File: src/rtl/fifo_pkg.sv
// Shared constants for syn_fifo and its read-side controller: default geometry
// and the controller's FSM state encodings.
package fifo_pkg;

    localparam int FIFO_PTR_W = 3;
    localparam int FIFO_DEPTH = 8;
    localparam int FIFO_WIDTH = 4;

    typedef logic [1:0] state_t;

    localparam state_t IDLE = 2'd0;
    localparam state_t REQ  = 2'd1;
    localparam state_t CAP  = 2'd2;

endpackage

File: src/rtl/out_skid_buf.sv
// Two-entry in-order valid/ready buffer between the read FSM and the consumer.
// A push and a pop on the same edge both take effect.
module out_skid_buf #(
    parameter int width = 4
) (
    input  logic             clk,
    input  logic             rst,
    input  logic             push_i,
    input  logic [width-1:0] push_data_i,
    input  logic             pop_ready_i,
    output logic             pop_valid_o,
    output logic [width-1:0] pop_data_o,
    output logic [1:0]       buf_count_o
);

    logic [width-1:0] head_q, head_d;
    logic [width-1:0] tail_q, tail_d;
    logic [1:0]       cnt_q, cnt_d;
    logic             pop;

    assign pop = (cnt_q != 2'd0) && pop_ready_i;

    always_comb begin
        head_d = head_q;
        tail_d = tail_q;
        cnt_d  = cnt_q;
        if (push_i && pop) begin
            if (cnt_q == 2'd1) begin
                head_d = push_data_i;
            end else begin
                head_d = tail_q;
                tail_d = push_data_i;
            end
        end else if (push_i) begin
            if (cnt_q == 2'd0) begin
                head_d = push_data_i;
                cnt_d  = 2'd1;
            end else if (cnt_q == 2'd1) begin
                tail_d = push_data_i;
                cnt_d  = 2'd2;
            end
        end else if (pop) begin
            head_d = tail_q;
            cnt_d  = cnt_q - 2'd1;
        end
    end

    always_ff @(posedge clk) begin
        if (rst) begin
            head_q <= '0;
            tail_q <= '0;
            cnt_q  <= 2'd0;
        end else begin
            head_q <= head_d;
            tail_q <= tail_d;
            cnt_q  <= cnt_d;
        end
    end

    assign pop_valid_o = (cnt_q != 2'd0);
    assign pop_data_o  = head_q;
    assign buf_count_o = cnt_q;

endmodule

File: src/rtl/fifo_rd_ctrl.sv
// Read-side controller for a flagless syn_fifo: shadows occupancy from the writer's
// we, strobes re, captures the registered read data and hands it to a skid buffer.
//
// state | meaning
// IDLE  | no read in flight; waiting for data and a free buffer slot
// REQ   | re driven (held off while the writer owns the port)
// CAP   | syn_fifo read_data valid; pushed into the output buffer at the edge
module fifo_rd_ctrl
    import fifo_pkg::*;
#(
    parameter int pointer_size = FIFO_PTR_W,
    parameter int depth        = FIFO_DEPTH,
    parameter int width        = FIFO_WIDTH
) (
    input  logic                  clk,
    input  logic                  rst,
    input  logic                  we_mon,
    output logic                  re,
    input  logic [width-1:0]      fifo_data,
    output logic [width-1:0]      out_data,
    output logic                  out_valid,
    input  logic                  out_ready,
    output logic [pointer_size:0] count,
    output logic                  overflow
);

    localparam logic [pointer_size:0] DEPTH_C = (pointer_size + 1)'(depth);

    state_t                state_q, state_d;
    logic [pointer_size:0] count_q, count_d;
    logic                  overflow_q, overflow_d;
    logic [1:0]            buf_count;
    logic                  in_flight;
    logic                  slot_ok;
    logic                  inc;

    // A word already requested or being captured reserves a buffer slot.
    assign in_flight = (state_q == REQ) || (state_q == CAP);
    assign slot_ok   = ({1'b0, buf_count} + {2'b00, in_flight}) < 3'd2;

    always_ff @(posedge clk) begin
        if (rst) begin
            state_q <= IDLE;
        end else begin
            state_q <= state_d;
        end
    end

    always_comb begin
        state_d = state_q;
        case (state_q)
            IDLE: if ((count_q != '0) && slot_ok) state_d = REQ;
            REQ:  if (!we_mon) state_d = CAP;
            CAP:  state_d = ((count_q != '0) && slot_ok) ? REQ : IDLE;
            default: state_d = IDLE;
        endcase
    end

    // syn_fifo drops re whenever we is high, so never present both.
    always_comb begin
        re = (state_q == REQ) && !we_mon;
    end

    assign inc = we_mon && (count_q != DEPTH_C);

    always_comb begin
        count_d    = count_q;
        overflow_d = overflow_q | (we_mon && (count_q == DEPTH_C));
        if (inc) begin
            count_d = count_q + 1'b1;
        end else if (re) begin
            count_d = count_q - 1'b1;
        end
    end

    always_ff @(posedge clk) begin
        if (rst) begin
            count_q    <= '0;
            overflow_q <= 1'b0;
        end else begin
            count_q    <= count_d;
            overflow_q <= overflow_d;
        end
    end

    out_skid_buf #(
        .width(width)
    ) u_out_buf (
        .clk        (clk),
        .rst        (rst),
        .push_i     (state_q == CAP),
        .push_data_i(fifo_data),
        .pop_ready_i(out_ready),
        .pop_valid_o(out_valid),
        .pop_data_o (out_data),
        .buf_count_o(buf_count)
    );

    assign count    = count_q;
    assign overflow = overflow_q;

endmodule
File: config.mk
export PLATFORM = sky130hd
export DESIGN_NAME = fifo_rd_ctrl
export DESIGN_NICKNAME = d
export VERILOG_FILES = /design/src/rtl/fifo_pkg.sv /design/src/rtl/out_skid_buf.sv /design/src/rtl/fifo_rd_ctrl.sv
export SDC_FILE = /design/constraint.sdc
export NUM_CORES = 1
export LEC_CHECK = 0
export ABC_AREA = 1
export CELL_PAD_IN_SITES_DETAIL_PLACEMENT = 0
export CELL_PAD_IN_SITES_GLOBAL_PLACEMENT = 1
export CORE_AREA = 2 2 47 81
export DETAILED_ROUTE_END_ITERATION = 10
export DIE_AREA = 0 0 49 83
export PLACE_DENSITY = 0.8
export REMOVE_ABC_BUFFERS = 1
export SLEW_MARGIN = 40
export SYNTH_ARGS = -nofsm -noshare
export SYNTH_HDL_FRONTEND = slang
export SYNTH_SLANG_ARGS = --single-unit
File: constraint.sdc
create_clock -name clk -period 1.7 [get_ports clk]
set_input_delay 0.34 -clock clk [delete_from_list [all_inputs] [get_ports clk]]
set_output_delay 0.34 -clock clk [all_outputs]
set_load 0.005 [all_outputs]
After elaboration in Yosys (flattened, before gate mapping)
Index checks and enable logic that the tools add are counted.

cells by class
  eq/ne operators = 11
  multiplexer cells = 19
  $lt $le $gt $ge = 1
  reduce and logical (&&, ||, !) cells = 20
  $add $sub $neg = 4
  bitwise operators = 2

operators by type and width
  kind                                                                           count
  4-bit two-way mux                                                              11
  2-bit two-way mux                                                              6
  2-bit nonzero test                                                             4
  1-bit logical AND                                                              6
  2-bit != test (second input constant)                                          3
  3-bit != test (second input constant)                                          2
  2-bit one-hot mux with 3 select lines                                          1
  3-bit AND reduction                                                            2
  4-bit by 1-bit adder with 4-bit output (second input constant)                 1
  2-bit by 1-bit == test with 1-bit output (second input constant)               2
  4-bit == test (second input constant)                                          1
  2-bit zero test                                                                2
  4-bit != test (second input constant)                                          1
  2-bit AND reduction                                                            2
  4-bit nonzero test                                                             1
  4-bit by 1-bit subtractor with 4-bit output (second input constant)            1
  2-bit by 1-bit adder with 3-bit output                                         1
  3-bit by 2-bit less-than comparator with 1-bit output (second input constant)  1
  3-bit nonzero test                                                             1
  2-bit == test (second input constant)                                          1
  2-bit by 1-bit != test with 1-bit output (second input constant)               1
  2-bit by 1-bit subtractor with 2-bit output (second input constant)            1
  1-bit zero test                                                                1
  1-bit logical OR                                                               1
  3 further kinds                                                                3

word-level totals
  logic and storage cells = 63
  input bits = 8
  output and inout port bits = 11
  flip-flop bits (word level) = 17

Logic depth before layout (Yosys ltp)
  depth in word-level cells = 7
  mapped depth = 10
  mapped depth without buffers = 10

Modules after synthesis
From an unflattened synthesis, not the netlist that was laid out.

second synthesis, totals
  cells, all modules = 168
  area total of the unflattened synthesis = 1,163.6 sq um

modules (own cells, without submodules)
  module        sequential area each (sq um)  cells an instance  area an instance (sq um)  times used
  out_skid_buf  200.2                         104                675.6                     1
  fifo_rd_ctrl  140.1                         64                 488.0                     1

Worst setup path before layout
Ideal clock, no wire load.

  path type = reg2reg
  start point = register u_out_buf.cnt_q[0] (netlist: u_out_buf.buf_count_o[0])
  end point = register u_out_buf.tail_q[1]
  data arrival time = 1.545 ns
  path buffers = 0
  library setup time = 0.116 ns
  required time = 1.584 ns
  slack = 0.039 ns
  stages on the path, launching flop included = 10
  clock period less this slack = 1.661 ns
  cell sequence = dfxtp_1 inv_1 ha_1 nor2_1 ha_1 nor2_1 a211oi_2 nand2_1 nor2_1 nor2_1

on the way
  longest elaborated chain between the ends = 5
  elaborated cells on any way between the ends = 13
  classes of those cells = 3 x eq/ne; 4 x mux; 6 x reduce/logical

ends and longest elaborated chain
  item                                                                                   line                                                        RTL
  start: declaration                                                                     out_skid_buf.sv:18                                          logic [1:0] cnt_q, cnt_d;
  start signal: assignment                                                               out_skid_buf.sv:56                                          cnt_q <= cnt_d;
  2-bit by 1-bit == test with 1-bit output / 2-bit nonzero test (equally long branches)  out_skid_buf.sv:28, out_skid_buf.sv:38, out_skid_buf.sv:21
  4-bit two-way mux / 1-bit logical AND (equally long branches) (2 in a row)             -
  4-bit two-way mux (tied with other cells)                                              -
  4-bit two-way mux / 3-bit AND reduction (equally long branches)                        -
  end signal: assignment                                                                 out_skid_buf.sv:55                                          tail_q <= tail_d;
  end: declaration                                                                       out_skid_buf.sv:17                                          logic [width-1:0] tail_q, tail_d;

Several ways; a longest one is shown, not always the timed one. The select of a mux whose other input is x is not followed.
A chain may end at the register's enable or synchronous reset.

Final worst setup path
  start point = register count_q[0] (netlist: count[0])
  end point = register count_q[3] (netlist: count[3])

on the way
  longest elaborated chain between the ends = 3
  elaborated cells on any way between the ends = 7
  classes of those cells = 2 x add/sub; 1 x eq/ne; 2 x mux; 2 x reduce/logical

ends and longest elaborated chain
  item                                                                                 line                                    RTL
  start: declaration                                                                   fifo_rd_ctrl.sv:30                      logic [pointer_size:0] count_q, count_d;
  start signal: assignment                                                             fifo_rd_ctrl.sv:81                      count_q <= count_d;
  4-bit by 1-bit subtractor with 4-bit output / 4-bit != test (equally long branches)  fifo_rd_ctrl.sv:72, fifo_rd_ctrl.sv:64
  4-bit two-way mux / 1-bit logical AND (equally long branches)                        fifo_rd_ctrl.sv:71, fifo_rd_ctrl.sv:64
  4-bit two-way mux / 2-bit nonzero test (equally long branches)                       -

Several ways; a longest one is shown, not always the timed one. The select of a mux whose other input is x is not followed.

==> summary by stage <==
Worst setup path
The signal on the critical path passes through nor2_1, nand3_1, nand2_2, ha_1, a21oi_2, nand2_1, nand2_1, nand3_1, nand2_1, nor2_1. The data arrival at the endpoint of the critical path is 1.75 ns. In this design, the critical path's most frequently occurring cell is sky130_fd_sc_hd__nand2_1. The longest individual stage delay on the worst path is 0.31 ns. The maximum fanout along the worst path is 6. The largest individual stage delay along the critical path comes from the cell sky130_fd_sc_hd__dfxtp_1. STA classifies the critical path startpoint as a flop. The timing startpoint of the critical path is count[0]. The capturing element type of the critical path is a flop. Data on the critical path is required at its endpoint by 1.85 ns. The startpoint of the worst register-to-register path is count[0]. The family with the most delay on the worst path is simple AND/OR/NAND/NOR gates.

The class of the most critical setup path is flop to flop. Together, buffers and inverters on the worst path number 0.

Synth
The number of warnings reported in the yosys synthesis log is 0. Dividing the synthesized area by the synthesized cell count gives roughly 6.7 sq um. Counting every instance in the synthesized netlist gives around 160. In the post-synthesis netlist, the biggest area contributors are sky130_fd_sc_hd__dfxtp_1 (31%), sky130_fd_sc_hd__nand2_1 (15%), sky130_fd_sc_hd__ha_1 (12%). The cell area that synthesis handed to floorplanning was approximately 1100 sq um. In this run, distinct cell masters in the synthesized netlist total 20. Sequential cells were found to cover 31.3% of the synthesized design area.

The library cell with the largest summed area after synthesis is sky130_fd_sc_hd__dfxtp_1. The register bit count reported by yosys is 17. Summed over its instances, the top area cell type makes up 31.3% of the synthesized netlist area.

Clock network
The clock transition time at the flip-flop clock pins of the worst setup and hold paths is 0.07 ns. The number of buffers inserted during clock tree synthesis is 3. In this run the deepest clock path goes through 2 buffers. Clock tree synthesis selected as its root buffer the cell sky130_fd_sc_hd__clkbuf_8.

TritonCTS built the clock tree. After clock tree synthesis, the flow added hold-fix buffers numbering 0. The clock insertion delay at the later pin of the skew report is 0.25 ns. The tree built by TritonCTS fans out to 17 sinks.

The number of levels in the clock H-tree is 1.

Floorplanning
The core box area is 3400 sq um. The die covers 4070 sq um. The floorplan step set the die height to 83 um. The initial utilization of the core area, before any placement, comes to 32.0%. The total I/O pin count is 19.

After floorplanning, the core was divided into 28 placement rows. The horizontal die dimension is approximately 49 um.

Min path
The worst min-delay path category is flop to flop. In this run the most critical hold path is launched from overflow.

Final layout
From synthesis to final layout, the design area changed by 38.3%. The ratio of cells with drive above 1 in the final layout is 18.8%. The library cell used most frequently in the layout, excluding fill and tap cells, is sky130_fd_sc_hd__nand2_1. The filler cells instantiated in the layout total 360.

The post-route core utilization is approximately 44%. The number of antenna diodes in the final layout is 0. At the end of the flow, the number of nets in the layout was 217. In the layout the commonest cells are sky130_fd_sc_hd__nand2_1 (43), sky130_fd_sc_hd__nor2_1 (21), sky130_fd_sc_hd__buf_4 (16).

Global route
The number of antenna violations at the first check in global routing came to 0. The global-route total usage across every layer is approximately 14%. The number of global-route vias before repair came to about 1200. The global-route congestion overflow total is 0. The largest net degree at the start of global routing is 12. The wire length of the first global-routing pass is roughly 4600 um.

Timing
The number of hold violations in the final report is 0. Clock skew on the completed layout was measured at around 0.0037 ns. Setup violations remaining at the end of the flow were counted as 0. The worst path uses between 90% and 100% of the clock period.

The upper clock frequency limit is 0.623 GHz. The shortest period the worst path allows is 1.60 ns. The max-slew violation count is 0.

The total negative slack for setup checks is 0 ns. For the pin with the worst max-slew slack, the measured transition is 0.347 ns. In this run the tightest slew margin relative to its limit is 76.8%.

Power and ir drop
In this run, the combinational gates consume 59.9% of the power. The cell internal power dissipation is 1.38 mW. The clock network is responsible for 13.3% of the overall power.

Across the VDD grid, the largest voltage drop is 0.540 mV. The switching part of the total power is 40.2%. The power after layout is 2.31 mW. The relative contribution of sequential cells to total power is between 20 and 30%.

For this design the ratio of total power to cell area is 1530 nW/um^2. The cell leakage power is approximately 0.7 nW. The switching power total is 927 uW.

Routing
The routed design has about 2700 um of wire. The number of antenna-violating nets in the routed design is 0. Dividing the detail-routed wire length by the instance count gives 11.2 um. The first detailed-routing pass took 4 iterations. The number of vias per cell is 4.68. The detailed router placed 1132 vias in this run. The remaining routing DRC violations is 0. In this run, the number of DRC markers left after iteration 0 of detailed routing was 20.

Place
The number of buffers inserted by port buffering is 18. Routability-driven placement finished with a final weighted congestion of 0.806. Summed over all nets, the half-perimeter wirelength after detailed placement is 2140 um.

Run status
The flow ran to the end, and the final reports show no timing, DRC or antenna violations.

Job
Max-cap violations in this run came to 0.
-- layout make-up --
class,count,area [sq um],share of cell area [%]
inverters,17,63.8,4.24
well taps,45,56.3,3.74
repair buffers,34,297,19.7
multi-input cells,125,697,46.3
clock buffers,4,45.0,3.00
flip-flops and latches,17,345,23.0
-- cells by family (layout without fill, tap and decap cells) --
logic type | after synthesis | count (layout) | share of synthesized area (%)
fa+ha+maj | 11 | 11 | 13.3
compound gates | 34 | 34 | 18.3
simple gates | 79 | 79 | 29.1
flops | 17 | 17 | 31.3
xor+xnor | 1 | 1 | 0.806
buf+inv | 20 | 55 | 7.13
-- final timing paths --
path                   end  slack [ns]  cells after the start
setup / recovery  count[3]         0.1                     10
setup reg to reg  count[3]         0.1                     10
hold / removal    overflow        0.48                      1
hold reg to reg   overflow        0.48                      1
-- cells in the mapped netlist, drive strengths merged --
master,n
a21boi,2
clkbuf,1
o21ai,16
dfxtp,17
nand3,10
o21bai,1
or2,3
o21a,2
fa,1
inv,17
a211oi,2
o211ai,1
buf,2
a21oi,10
nand2,44
xnor2,1
nor2,22
ha,10
-- sequential cells by signal, indices dropped and copies added, names as in the netlist --
register               cells
u_out_buf.pop_data_o       4
overflow                   1
state_q                    2
u_out_buf.tail_q           4
u_out_buf.buf_count_o      2
count                      4
-- through the flow --
stage	worst slack, ns	hold slack, ns	cells	cell area, sq um
final	0.0954	0.476	242	1500
after global routing	-0.0258	0.508	242	1500
after CTS	0.00110	0.480	240	1460
after detailed placement	-0.328	0.464	236	1420
after global placement	-0.246	0.451	236	1420
after floorplan	-0.149	0.409	159	1070
-- power by group through the flow --
stage / clock (mW) / combinational, mW / sequential, mW
3_5_place_dp: 0 / 1.32 / 0.616
2_1_floorplan: 0 / 0.745 / 0.639
6_report: 0.307 / 1.38 / 0.619
3_3_place_gp: 0 / 1.29 / 0.607
4_1_cts: 0.317 / 1.31 / 0.611
5_1_grt: 0.327 / 1.58 / 0.638
-- repair_timing --
action | CTS | global route
buffers inserted | 0 | 2
gates cloned | 0 | 0
pin swaps | 0 | 3
setup endpoints to repair | 5 | 9
resized for setup | 5 | 13
endpoints found under the hold margin | 0 | 0
-- metal layers --
metal / global-route usage, % / share of wire [%]
met1: 14.2 / 41
met2: 27.9 / 55
met3: 1.62 / 2.5
met4: 5.45 / 1.3
met5: 0 / 0
Note: power is estimated with default switching activity, not from simulation.
